<file path="src/rtl/cla_adder_pipe_pkg.sv">
// Shared types and 4-bit lookahead helpers for the pipelined CLA adder.
// Group P/G and the internal carries are separate functions so P/G never depends on carry-in.
package cla_pkg;

  localparam int CLA_GROUP = 4;

  typedef struct packed {
    logic p;
    logic g;
  } pg_t;

  function automatic pg_t cla4_pg(input logic [3:0] a, input logic [3:0] b);
    logic [3:0] p;
    logic [3:0] g;
    pg_t        r;
    p   = a ^ b;
    g   = a & b;
    r.p = &p;
    r.g = g[3] | (p[3] & g[2]) | (p[3] & p[2] & g[1]) | (p[3] & p[2] & p[1] & g[0]);
    return r;
  endfunction

  function automatic logic [3:0] cla4_carry(input logic [3:0] a, input logic [3:0] b,
                                            input logic cin);
    logic [3:0] p;
    logic [3:0] g;
    logic [3:0] c;
    p    = a ^ b;
    g    = a & b;
    c[0] = cin;
    c[1] = g[0] | (p[0] & cin);
    c[2] = g[1] | (p[1] & g[0]) | (p[1] & p[0] & cin);
    c[3] = g[2] | (p[2] & g[1]) | (p[2] & p[1] & g[0]) | (p[2] & p[1] & p[0] & cin);
    return c;
  endfunction

endpackage

</file>
<file path="src/rtl/cla_adder_pipe_if.sv">
// Valid/ready operand and result stream for cla_adder_pipe.
interface cla_adder_pipe_if #(
  parameter int WIDTH = 32
);

  logic             in_valid;
  logic             in_ready;
  logic [WIDTH-1:0] a;
  logic [WIDTH-1:0] b;
  logic             cin;
  logic             sub;
  logic             out_valid;
  logic             out_ready;
  logic [WIDTH-1:0] s;
  logic             cout;
  logic             ovf;

  modport master (
    output in_valid, a, b, cin, sub, out_ready,
    input  in_ready, out_valid, s, cout, ovf
  );

  modport slave (
    input  in_valid, a, b, cin, sub, out_ready,
    output in_ready, out_valid, s, cout, ovf
  );

endinterface

</file>
<file path="src/rtl/cla_adder_pipe_group.sv">
// Combinational 4-bit carry-lookahead group: sum plus group propagate/generate.
module cla_group
  import cla_pkg::*;
(
  input  logic [3:0] a,
  input  logic [3:0] b,
  input  logic       cin,
  output logic [3:0] s,
  output logic       p,
  output logic       g
);

  pg_t pg;

  assign pg = cla4_pg(a, b);
  assign p  = pg.p;
  assign g  = pg.g;
  assign s  = a ^ b ^ cla4_carry(a, b, cin);

endmodule

</file>
<file path="src/rtl/cla_adder_pipe.sv">
// Pipelined carry-lookahead adder/subtractor, one SW-bit slice per stage, global-stall flow control.
module cla_adder_pipe
  import cla_pkg::*;
#(
  parameter int WIDTH  = 32,
  parameter int STAGES = 4
) (
  input logic             clk,
  input logic             rst,
  cla_adder_pipe_if.slave bus
);

  localparam int SW = WIDTH / STAGES;
  localparam int NG = SW / CLA_GROUP;

  if (STAGES < 1 || STAGES > WIDTH / CLA_GROUP || (WIDTH % (STAGES * CLA_GROUP)) != 0) begin : g_bad_cfg
    $error("cla_adder_pipe: WIDTH must be a multiple of STAGES*4 and 1 <= STAGES <= WIDTH/4");
  end

  // Column k holds one beat: operands, the sum bits of slices below k, the carry into slice k.
  logic [WIDTH-1:0] a_q [STAGES+1];
  logic [WIDTH-1:0] b_q [STAGES+1];
  logic [WIDTH-1:0] s_q [STAGES+1];
  logic             c_q [STAGES+1];
  logic             v_q [STAGES+1];

  logic [SW-1:0]    sl_sum [STAGES];
  logic             sl_co  [STAGES];
  logic             en;

  assign en            = !v_q[STAGES] || bus.out_ready;
  assign bus.in_ready  = en;
  assign bus.out_valid = v_q[STAGES];
  assign bus.s         = s_q[STAGES];
  assign bus.cout      = c_q[STAGES];
  // Carry into the MSB recovered as a^b'^s at that bit.
  assign bus.ovf       = a_q[STAGES][WIDTH-1] ^ b_q[STAGES][WIDTH-1] ^ s_q[STAGES][WIDTH-1] ^ c_q[STAGES];

  for (genvar k = 0; k < STAGES; k++) begin : g_stage
    logic [NG-1:0] gp;
    logic [NG-1:0] gg;
    logic [NG:0]   gc;
    logic [SW-1:0] sum;

    for (genvar j = 0; j < NG; j++) begin : g_grp
      cla_group u_grp (
        .a   (a_q[k][k*SW + j*CLA_GROUP +: CLA_GROUP]),
        .b   (b_q[k][k*SW + j*CLA_GROUP +: CLA_GROUP]),
        .cin (gc[j]),
        .s   (sum[j*CLA_GROUP +: CLA_GROUP]),
        .p   (gp[j]),
        .g   (gg[j])
      );
    end

    // Second-level lookahead: each group carry is a flat sum of products over group P/G.
    always_comb begin
      logic term;
      term  = 1'b0;
      gc    = '0;
      gc[0] = c_q[k];
      for (int unsigned j = 1; j <= NG; j++) begin
        term = c_q[k];
        for (int unsigned i = 0; i < j; i++) term = term & gp[i];
        gc[j] = term;
        for (int unsigned i = 0; i < j; i++) begin
          term = gg[i];
          for (int unsigned m = i + 1; m < j; m++) term = term & gp[m];
          gc[j] = gc[j] | term;
        end
      end
    end

    assign sl_sum[k] = sum;
    assign sl_co[k]  = gc[NG];
  end

  always_ff @(posedge clk or posedge rst) begin
    if (rst) begin
      for (int unsigned k = 0; k <= STAGES; k++) begin
        a_q[k] <= '0;
        b_q[k] <= '0;
        s_q[k] <= '0;
        c_q[k] <= 1'b0;
        v_q[k] <= 1'b0;
      end
    end else if (en) begin
      a_q[0] <= bus.a;
      b_q[0] <= bus.b ^ {WIDTH{bus.sub}};
      s_q[0] <= '0;
      c_q[0] <= bus.cin ^ bus.sub;
      v_q[0] <= bus.in_valid;
      for (int unsigned k = 0; k < STAGES; k++) begin
        a_q[k+1] <= a_q[k];
        b_q[k+1] <= b_q[k];
        s_q[k+1] <= s_q[k] | (WIDTH'(sl_sum[k]) << (k * SW));
        c_q[k+1] <= sl_co[k];
        v_q[k+1] <= v_q[k];
      end
    end
  end

endmodule

</file>
<file path="src/flat_wrapper.sv">
// flat-port wrapper written by rule: the top's interface ports become plain ports
module cla_adder_pipe_flat import cla_pkg::*;
#(
  parameter int WIDTH  = 32,
  parameter int STAGES = 4
)
  (clk, rst, bus_in_valid, bus_a, bus_b, bus_cin, bus_sub, bus_out_ready, bus_in_ready, bus_out_valid, bus_s, bus_cout, bus_ovf);
  cla_adder_pipe_if #(.WIDTH(WIDTH)) bus_i ();
  input logic clk;
  input logic rst;
  input wire logic [$bits(bus_i.in_valid)-1:0] bus_in_valid;
  input wire logic [$bits(bus_i.a)-1:0] bus_a;
  input wire logic [$bits(bus_i.b)-1:0] bus_b;
  input wire logic [$bits(bus_i.cin)-1:0] bus_cin;
  input wire logic [$bits(bus_i.sub)-1:0] bus_sub;
  input wire logic [$bits(bus_i.out_ready)-1:0] bus_out_ready;
  output wire logic [$bits(bus_i.in_ready)-1:0] bus_in_ready;
  output wire logic [$bits(bus_i.out_valid)-1:0] bus_out_valid;
  output wire logic [$bits(bus_i.s)-1:0] bus_s;
  output wire logic [$bits(bus_i.cout)-1:0] bus_cout;
  output wire logic [$bits(bus_i.ovf)-1:0] bus_ovf;
  assign bus_i.in_valid = bus_in_valid;
  assign bus_i.a = bus_a;
  assign bus_i.b = bus_b;
  assign bus_i.cin = bus_cin;
  assign bus_i.sub = bus_sub;
  assign bus_i.out_ready = bus_out_ready;
  assign bus_in_ready = bus_i.in_ready;
  assign bus_out_valid = bus_i.out_valid;
  assign bus_s = bus_i.s;
  assign bus_cout = bus_i.cout;
  assign bus_ovf = bus_i.ovf;
  cla_adder_pipe #(.WIDTH(WIDTH), .STAGES(STAGES)) u_core (.clk(clk), .rst(rst), .bus(bus_i));
endmodule
</file>
<file path="config.mk">
export PLATFORM = sky130hd
export DESIGN_NAME = cla_adder_pipe_flat
export DESIGN_NICKNAME = d
export VERILOG_FILES = /design/src/rtl/cla_adder_pipe_pkg.sv /design/src/rtl/cla_adder_pipe_if.sv /design/src/rtl/cla_adder_pipe_group.sv /design/src/rtl/cla_adder_pipe.sv /design/src/flat_wrapper.sv
export SDC_FILE = /design/constraint.sdc
export NUM_CORES = 1
export LEC_CHECK = 0
export ABC_AREA = 1
export BUFFER_PORTS_ARGS = -buffer_cell sky130_fd_sc_hd__buf_2
export CELL_PAD_IN_SITES_DETAIL_PLACEMENT = 1
export CELL_PAD_IN_SITES_GLOBAL_PLACEMENT = 1
export CORE_MARGIN = 1
export CORE_UTILIZATION = 30
export CTS_CLUSTER_SIZE = 12
export DETAILED_ROUTE_END_ITERATION = 16
export GPL_TIMING_DRIVEN = 0
export PLACE_DENSITY = 0.69
export SYNTH_ARGS = -nofsm -noshare
export SYNTH_HDL_FRONTEND = slang
export SYNTH_SLANG_ARGS = --single-unit
export TNS_END_PERCENT = 30
</file>
<file path="constraint.sdc">
create_clock -name clk -period 8.3 [get_ports clk]
set_input_delay 1.66 -clock clk [delete_from_list [all_inputs] [get_ports clk]]
set_output_delay 1.66 -clock clk [all_outputs]
set_load 0.01 [all_outputs]
</file>
# == Word level (Yosys, flattened, before mapping) ==
# Index checks and enable logic that the tools add are counted.
# word_totals
register_bits,434
input_bits,70
output_inout_bits,36
wordCells,274
# op_classes
bitwise,240
n_reduce_logical,10
# ops
operator,count
AND 1 bit,124
OR 1 bit,84
bitwise XOR 4 bit,16
AND 4 bit,8
OR 32 x 24 -> 32 bit,1
OR 32 bit,1
AND reduction 4 bit,8
bitwise XOR 32 bit,1
OR 8 x 16 -> 16 bit,1
bitwise XOR 1 bit,4
logical NOT 1 bit,1
logical OR 1 bit,1

# == Longest topological paths before layout ==
# Gate-level depths: netlist of run 1.
# logic_depth
depth_word,10
mapped_depth,10
mapped_depth_nobuf,10

# == Hierarchy ==
# From an unflattened synthesis of run 1, not the netlist that was laid out.
# unflattened
cells_unflattened,1372
hier_area_um2,11639.9
# by_module_without_submodules
mod,n_inst,cells_each,area_each_um2,seq_area_each_um2
cla_adder_pipe,1,1124,10118.5,6306.0
cla_group,8,31,190.2,0.0

# == Worst setup path before layout of run 1 ==
# OpenSTA, ideal clock, no wires.
# synth_path
kind,input to output
startpoint,in bus_out_ready
endpoint,out bus_in_ready
arrival_ps,2157
required_time_ps,6640
slack_ps,4483
path_stages,4
n_path_buf,2
path_cell_list,nor2_4 > inv_2 > buf_2 > buf_2
# synth_via
elab_chain_cells,1
# synth_rtl
element,line_no,rtl
start: declaration,flat_wrapper.sv:16,input wire logic [$bits(bus_i.out_ready)-1:0] bus_out_ready;
logical OR 1 bit,cla_adder_pipe.sv:31,assign en = !v_q[STAGES] || bus.out_ready;
end: declaration,flat_wrapper.sv:17,output wire logic [$bits(bus_i.in_ready)-1:0] bus_in_ready;
# Every way passes these cells.

# == Worst setup path after layout of run 1 ==
# Ends and elaborated chain as after synthesis.

==> results of run 1 <==
critical path: stages:
cell,delay [ns]
buf_2,0.11
nor2_4,0.27
inv_2,0.08
buf_2,0.20
buf_2,0.21
buf_2,0.16
power breakdown:
part	internal [µW]	leakage [µW]	total (µW)	switching (µW)
clock network	699	0.000429	1190	486
registers	1780	0.00306	2110	334
logic	800	0.00341	2020	1220
worst min path at each step:
stage / start / to / slack [ns] / cells after the start
final: u_core.b_q[142] / u_core.b_q[110] / 0.47 / 2
after global routing: u_core.b_q[142] / u_core.b_q[110] / 0.50 / 2
after CTS: u_core.b_q[142] / u_core.b_q[110] / 0.47 / 2
after detailed placement: u_core.b_q[142] / u_core.b_q[110] / 0.46 / 2
after global placement: u_core.b_q[150] / u_core.b_q[118] / 0.45 / 2
after floorplan: u_core.v_q[1] / u_core.bus.out_valid / 0.44 / 1
layout make-up:
class / count / area [µm²]
Buffer: 91 / 561
Sequential cell: 252 / 6310
Clock inverter: 6 / 55.1
Multi-Input combinational cell: 838 / 4060
Clock buffer: 41 / 811
Fill cell: 4274 / 23400
Inverter: 76 / 289
Timing Repair Buffer: 110 / 641
Tap cell: 468 / 586
cells in the final DEF, fill, tap and decap left out:
cell type and instances:
a21o_1 4, a21oi_1 18, and2_1 8, buf_12 6, buf_2 144, buf_4 43, buf_6 1, bufinv_16 1
clkbuf_1 15, clkbuf_16 29, clkbuf_8 4, clkinv_2 5, clkinvlp_4 1, dfrtp_1 252, fa_1 8, ha_1 32
inv_1 74, inv_2 1, nand2_1 541, nand3_1 26, nand3b_1 3, nand4_1 4, nor2_1 22, nor2_4 1
o21ai_0 114, o21ai_1 11, or2_2 2, xnor2_1 39, xor2_1 5
sequential cells by signal (all words and copies together), names as in the netlist:
name and flops:
u_core.b_q 81, u_core.bus.s 32, u_core.v_q 4, u_core.a_q 81, u_core.bus.out_valid 1, u_core.s_q 48
u_core.bus.cout 1, u_core.c_q 4
logic make-up after synthesis:
family | Yosys count | synth area share, %
compound gates | 147 | 6.65
xor+xnor | 44 | 3.44
fa+ha+maj | 40 | 5.00
buf+inv | 167 | 7.55
flops | 252 | 56.3
simple gates | 607 | 21.1
metrics by stage:
stage          util (%)  setup slack (ns)  total power [µW]  cells
2_1_floorplan         -              3.32              3440   1257
3_3_place_gp       33.6              1.71              4060   1829
3_5_place_dp       33.9              3.92              4180   1835
4_1_cts            36.3              3.90              5390   1882
5_1_grt            36.3              3.89              5770   1882
6_report           36.3              3.93              5320   1882
per-layer routing:
| metal | up-vias | GRT usage [%] | routed length (µm) |
|---|---|---|---|
| li1 | 4156 | - | - |
| met1 | 4133 | 21.9 | 14100 |
| met2 | 130 | 27.2 | 14300 |
| met3 | 54 | 2.00 | 923 |
| met4 | 2 | 5.72 | 908 |
| met5 | - | 0 | 11 |
==> impl_results.md, run 1 <==
* Final count of hold timing violations at 0
* Number of inserted diodes at 0
* Worst setup EP type: output pin
* # DRC at 0
* Routed Wire Length at 30200 µm
* Setup violators final at 0
* Vias at 8475
* Reg2reg path depth at 8
* Root Buffer: clkbuf_16
* Clock sink count at 252
* Post-synth cell types at 23
* Bufs on Longest Clock Path at 3
* Routed wire per std cell at 16.0 µm
* Latest clock arrival within the worst-skew pair at 0.54 ns
* # IOs at 106
* Nets@finish at 1507
* Setup Fix Bufs, Post-CTS at 0
* Largest net degree at the start of global routing at 44
* Post-synth EDFFs at 0
* Buffers on Ports at 104
* Register area share after synthesis at 56.3%
* Die X at 195 µm
* Status: completed
* Initial antenna violation count at 1
* All-Layer GR Usage at 16.3%
* Layout cells sized above 1 at 16.8%
* First-pass GRT wire length at 49400 µm
* Die area at 38100 µm²
* Placed cell areas at 12400 µm²
* Post-CTS sizing at 0
* Htree depth at 1
* # hold bufs at CTS at 0
* HPWL after DPL at 22400 µm
* WP data arrival at 2.71 ns
* Worst setup path endpoint: bus_in_ready
* Slew @ Worst Pin at 0.609 ns
* Number of global-route vias before repair at 9098
* Antenna Violating Nets Remaining at 0
* Syn Inst Count at 1257
* Setup crit start: bus_out_ready
* Die height at 195 µm
* VDD IR max at 163 µV
* Synth top cells by count: nand2_1 (541), dfrtp_1 (252), o21ai_0 (114)
* Grt total ovfl at 0
* Clk slew on worst S/H paths at 0.06 ns
* Asr flop ratio synth at 100%
* Synth Flop Type: dfrtp_1
* Max-Cap Viols at 0
* CP required at 6.64 ns
* Setup TNS at 0 ns
* GPL Wtd Cong at 0.791
* Synthesis-to-finish area growth at 18.7%
* Synthesized Nets at 1367
* CP Max Fanout at 10
* Yosys warnings at 0
* Reg2reg setup slack at 6.31 ns
* Final hold slack at 0.467 ns
* Cell Pwr Density at 400 nW/µm²
* Final Critical Period at 4.37 ns
* R2R Path End: u_core.s_q[101]
* Cell with the most instances after synthesis: nand2_1
* Synth area leader: dfrtp_1
* Share of the synthesized area in the top cell type at 56.3%
* Setup CP Type: input port to output pin
* Setup crit start kind: input port
* Synth Cell Area at 11200 µm²
* Worst min path class: flip-flop to flip-flop
* CTS tree: yes
* Final worst path period share at 52.7%
* Core region area at 36700 µm²
* Drt first pass iters at 4
* Number of synthesized register bits at 252
* Syn Area/Cell at 8.92 µm²
* Number of cell rows at 70
* Critical R2R Launch: u_core.b_q[129]
* Fmax at 0.229 GHz
* Iter 0 DRT Violations at 388
* Slew Limit Fails at 0
* Starting density of the core at 30.5%
* Unrepaired setup endpoints after global routing: false
* Leak at 0.00690 µW
* TritonCTS Buffers at 28
* Clock skew at 0.00713 ns
* Via density at 4.50
* Relative slew slack at 59.4%
* Top cells by area, synth: dfrtp_1 (56%), nand2_1 (18%), o21ai_0 (5.1%), ha_1 (3.6%), xnor2_1 (3.0%)
* Design Area, Final at 13300 µm²
Note: power is estimated with default switching activity, not from simulation.
==> run 2, diff against run 1 <==
Settings changed: ABC_AREA 1 to 0, PLACE_DENSITY 0.69 to 0.68.
Clock period 8.3 ns to 4 ns, I/O delays scaled along.
==> run 2 against run 1 <==
Net effect: worst setup slack lost 2.8 ns; synthesized cell count decreased by 2.5%; die area grew 0.31%; core utilization increased by 0.053 points; largest cell class unchanged.
==> impl_results.md, run 2 <==
* Via density at 4.50
* # DRC at 0
* Slew Limit Fails at 0
* Relative slew slack at 44.5%
* Setup violators final at 0
* Number of cell rows at 70
* Number of synthesized register bits at 252
* CP Max Fanout at 10
* First-pass GRT wire length at 48600 µm
* CP delay by family, top: buffers and inverters
* Syn Area/Cell at 9.18 µm²
* Number of inserted diodes at 0
* Setup crit start kind: flip-flop
* Leak at 0.00682 µW
* HPWL after DPL at 22300 µm
* Initial antenna violation count at 2
* Cell Pwr Density at 831 nW/µm²
* Synthesized Nets at 1335
* Final Critical Period at 2.84 ns
* Most common cell after layout, fill and taps aside: nand2_1
* Clock sink count at 252
* Setup Fix Bufs, Post-CTS at 0
* Fmax at 0.352 GHz
* Latest clock arrival within the worst-skew pair at 0.53 ns
* Vias at 8324
* Cell with the most instances after synthesis: nand2_1
* CP required at 3.20 ns
* Sw Share at 37.4%
* Most frequent cells in the layout: nand2_1 (602), dfrtp_1 (252), buf_2 (123)
* Unrepaired setup endpoints after global routing: false
* Crit-path max cell delay at 0.38 ns
* Asr flop ratio synth at 100%
* Post-synth cell types at 42
* Clock share of power at 22.2%
* Int Power at 6950 µW
* Pwr Total at 11100 µW
* Synth area leader: dfrtp_1
* WP data arrival at 2.04 ns
* Largest net degree at the start of global routing at 41
* Setup CP Type: flip-flop to output pin
* Max-Cap Viols at 0
* Layout cells sized above 1 at 16.1%
* FILL cells at 4313
* Root Buffer: clkbuf_16
* Reg2reg path depth at 7
* Drt first pass iters at 4
* Bufs on Longest Clock Path at 3
* Number of global-route vias before repair at 8980
* Worst min path class: input port to async pin
* Antenna Violating Nets Remaining at 0
* Iter 0 DRT Violations at 394
* Status: completed
* TritonCTS Buffers at 27
* Syn Inst Count at 1225
* Seq pwr share at 39.7%
* Buffers on Ports at 104
* Die area at 38300 µm²
* All-Layer GR Usage at 16.0%
* Switching power total at 4150 µW
* Synthesis-to-finish area growth at 18.8%
* Comb pwr share at 38.1%
* Post-synth EDFFs at 0
* Crit-path cells: nor2b_4 > inv_1 > buf_2 > buf_2 > buf_2
* Synth Flop Type: dfrtp_1
* Nets@finish at 1474
* Reg2reg setup slack at 1.37 ns
* Die height at 196 µm
* Final count of hold timing violations at 0
* Routed Wire Length at 29400 µm
* Post-CTS sizing at 0
* Regs by FF count: u_core.a_q x81, u_core.b_q x81, u_core.s_q x48
* Clock skew at 0.0110 ns
* VDD IR max at 313 µV
* Starting density of the core at 30.6%
* Yosys warnings at 0
* Register area share after synthesis at 56.1%
* Core region area at 36800 µm²
* Final worst path period share at 70.9%
* Slew @ Worst Pin at 0.832 ns
* Grt total ovfl at 0
* Final hold slack at 0.353 ns
* Htree depth at 1
* Share of the synthesized area in the top cell type at 56.1%
* GPL Wtd Cong at 0.827
* Routed wire per std cell at 15.9 µm
* Worst setup EP type: output pin
* Synth Cell Area at 11200 µm²
* # hold bufs at CTS at 0
* WP depth at 5
* Worst Slack Setup Final at 1.16 ns
* Place WS at 1.25 ns
* Post-route insts no fill at 1851
* Top cells by area, synth: dfrtp_1 (56%), nand2_1 (20%), ha_1 (3.6%), xnor2_1 (3.2%), buf_4 (2.8%)
* Worst path bufs/invs at 4
* Crit path top cell by count: buf_2
* Crit-path slowest cell: dfrtp_1
* Die X at 196 µm
* Clk slew on worst S/H paths at 0.06 ns
* Placed Cells at 1803
* Synth top cells by count: nand2_1 (602), dfrtp_1 (252), o21ai_0 (62)
* CTS tree: yes
* # IOs at 106
-- run 2: cell count changes after synthesis, sizes merged, moves of 5 or more --
cell    previous run  this run
nor3b              0         6
nor2              23        18
o21ai            125        64
buf               84        67
a21o               4        10
clkbuf             7        25
nand3             26         4
a211oi             0        10
nor4               0         6
and2               8         2
nand2            541       602
inv               76        18
-- run 2: worst paths after layout --
check,from,endpoint
setup / recovery,u_core.bus.out_valid,bus_in_ready
hold / removal,rst,u_core.a_q[135]
setup reg to reg,u_core.b_q[128],u_core.s_q[101]
hold reg to reg,u_core.a_q[142],u_core.a_q[142]
max in group asynchronous,rst,u_core.b_q[120]
min in group clk,u_core.a_q[142],u_core.a_q[142]
-- run 2: worst reg2reg max path, cell delays in order, from the launching register on --
cell and delay, ns:
dfrtp_1 0.38, ha_1 0.32, a211oi_1 0.48, o21ai_0 0.26, a21o_1 0.24, fa_1 0.43
xnor2_1 0.25, o21ai_0 0.11
-- run 2: cell families after synthesis --
kind of cell    after synthesis  synth area share (%)
flops                       252                  56.1
simple gates                643                  22.2
compound gates              132                  7.52
fa+ha+maj                    40                  4.99
xor+xnor                     48                  3.74
buf+inv                     110                  5.49
-- run 2: power by group through the flow --
stage               logic [µW]  registers [µW]  clock network (µW)
finish                    4220            4410                2460
global route              4840            4570                2630
CTS                       4320            4420                2540
detailed placement        4280            4460                   0
global placement          4110            4430                   0
floorplan                 3100            4200                   0
-- run 2: through the flow --
stage / utilization [%] / setup TNS, ns / cell area (µm²)
final: 36.3 / 0 / 13400
after global routing: 36.3 / 0 / 13400
after CTS: 36.3 / 0 / 13400
after detailed placement: 33.9 / 0 / 12500
after global placement: 33.6 / -433.84 / 12400
after floorplan: - / -29.15 / 11200
-- run 2: metal layers --
metal | global-route usage, % | up-vias | part of all wire [%]
li1 | - | 4132 | -
met1 | 21.9 | 4033 | 48
met2 | 26.6 | 129 | 47
met3 | 2.25 | 28 | 4.0
met4 | 4.14 | 2 | 1.7
met5 | 0 | - | 0.044
-- run 2: final cells by class --
| cell class | count | area [µm²] | share of cell area (%) |
|---|---|---|---|
| sequential | 252 | 6310 | 47.2 |
| multi-input combinational | 863 | 4320 | 32.3 |
| clock buffer | 46 | 847 | 6.34 |
| timing repair buffer | 110 | 641 | 4.80 |
| tap | 468 | 586 | 4.38 |
| buffer | 92 | 549 | 4.11 |
| inverter | 18 | 71.3 | 0.534 |
| clock inverter | 2 | 35.0 | 0.262 |
==> run 3, diff against run 2 <==
Settings changed: PLACE_DENSITY 0.68 to 0.66.
Clock period 4 ns to 2.8 ns, I/O delays scaled along.
==> run 3 against run 2 <==
Net effect: sequential share of layout area barely moved; worst setup slack got worse by 0.94 ns; clock-buffer cell count fell by 7; clock skew rose by 0.0032 ns; via count rose by 0.12%.
==> impl_results.md, run 3 (synthesis results as in run 2) <==
* WP depth at 5
* CP required at 2.24 ns
* Routed Wire Length at 29700 µm
* Die area at 38300 µm²
* FILL cells at 4323
* Setup crit start kind: flip-flop
* Initial antenna violation count at 1
* Number of global-route vias before repair at 9066
* Nets@finish at 1475
* Largest net degree at the start of global routing at 42
* Final Critical Period at 2.57 ns
* Crit-path cells: nor2b_4 > inv_1 > buf_2 > buf_2 > buf_2
* Vias at 8334
* Core region area at 36800 µm²
* Routed wire per std cell at 16.0 µm
* Die X at 196 µm
* Via density at 4.50
* Setup violators final at 0
* CP delay by family, top: buffers and inverters
* Relative slew slack at 42.5%
* # hold bufs at CTS at 0
* Post-CTS sizing at 0
* Htree depth at 1
* Final count of hold timing violations at 0
* Slew @ Worst Pin at 0.863 ns
* Crit path top cell by count: buf_2
* Cell Pwr Density at 1190 nW/µm²
* Starting density of the core at 30.6%
* Clock sink count at 252
* WP data arrival at 2.01 ns
* Latest clock arrival within the worst-skew pair at 0.54 ns
* Worst path bufs/invs at 4
* # IOs at 106
* Root Buffer: clkbuf_16
* Regs by FF count: u_core.a_q x81, u_core.b_q x81, u_core.s_q x48
* Comb pwr share at 38.1%
* Crit-path slowest cell: dfrtp_1
* Synthesis-to-finish area growth at 18.7%
* # DRC at 0
* Core Util, Final at 36.3%
* Sw Share at 37.6%
* Grt total ovfl at 0
* Number of inserted diodes at 0
* First-pass GRT wire length at 48700 µm
* Setup Fix Bufs, Post-CTS at 0
* Number of cell rows at 70
* Worst min path class: input port to async pin
* Placed Cells at 1804
* Most common cell after layout, fill and taps aside: nand2_1
* Antenna Violating Nets Remaining at 0
* Final hold slack at 0.131 ns
* Clock skew at 0.0142 ns
* Unrepaired setup endpoints after global routing: false
* Post-route insts no fill at 1850
* Max-Cap Viols at 0
* Status: completed
* Clk slew on worst S/H paths at 0.06 ns
* Leak at 0.00681 µW
* Bufs on Longest Clock Path at 3
* CTS tree: yes
* Int Power at 9870 µW
* Die height at 196 µm
* Layout cells sized above 1 at 16.1%
* Setup CP Type: flip-flop to output pin
* TritonCTS Buffers at 27
* Clock share of power at 22.0%
* Switching power total at 5960 µW
* VDD IR max at 511 µV
* Fmax at 0.389 GHz
* Slew Limit Fails at 0
* Seq pwr share at 39.9%
* GPL Wtd Cong at 0.795
* All-Layer GR Usage at 16.0%
* Worst setup EP type: output pin
* CP Max Fanout at 10
* Reg2reg path depth at 7
* Most frequent cells in the layout: nand2_1 (602), dfrtp_1 (252), buf_2 (123)
* Final worst path period share at 91.9%
* Setup TNS at 0 ns
* Iter 0 DRT Violations at 304
* Crit-path max cell delay at 0.37 ns
* Drt first pass iters at 4
* HPWL after DPL at 22500 µm
* Buffers on Ports at 104
run 3: area by class of cell:
class	count	area, µm²	area share (%)
flip-flops and latches	252	6310	47.3
multi-input cells	863	4320	32.4
clock buffers	39	761	5.70
repair buffers	111	661	4.95
well taps	468	586	4.39
plain buffers	92	549	4.12
clock inverters	7	88.8	0.666
inverters	18	71.3	0.535
run 3: worst paths after layout:
kind                            slack, ns                  from         endpoint
max in group asynchronous            1.38                   rst   u_core.b_q[91]
worst min-delay path                 0.13                   rst  u_core.b_q[133]
min in group clk                     0.21             bus_a[26]  u_core.a_q[154]
worst min register to register       0.46       u_core.b_q[123]  u_core.b_q[123]
worst max register to register       0.28       u_core.b_q[128]  u_core.s_q[101]
worst max-delay path                 0.23  u_core.bus.out_valid     bus_in_ready
run 3: metal layers:
metal	global-route usage (%)	vias up	share of wire [%]
met3	2.28	43	3.4
met4	4.20	2	2.2
li1	-	4135	-
met1	21.3	4044	47
met5	0	-	0.044
met2	27.2	110	47
run 3: through the flow:
step	total power (µW)	area, µm²	setup WS [ns]
finish	15800	13300	0.226
floorplan	10400	11200	-1.08
global placement	12200	12400	-2.77
CTS	16100	13300	0.166
detailed placement	12500	12500	0.298
global route	17100	13300	0.0642
run 3: power groups by stage:
stage	clock network [µW]	registers, µW	logic [µW]
final	3480	6310	6040
after global placement	0	6340	5870
after CTS	3590	6330	6180
after global routing	3720	6530	6890
after floorplan	0	6000	4430
after detailed placement	0	6380	6130
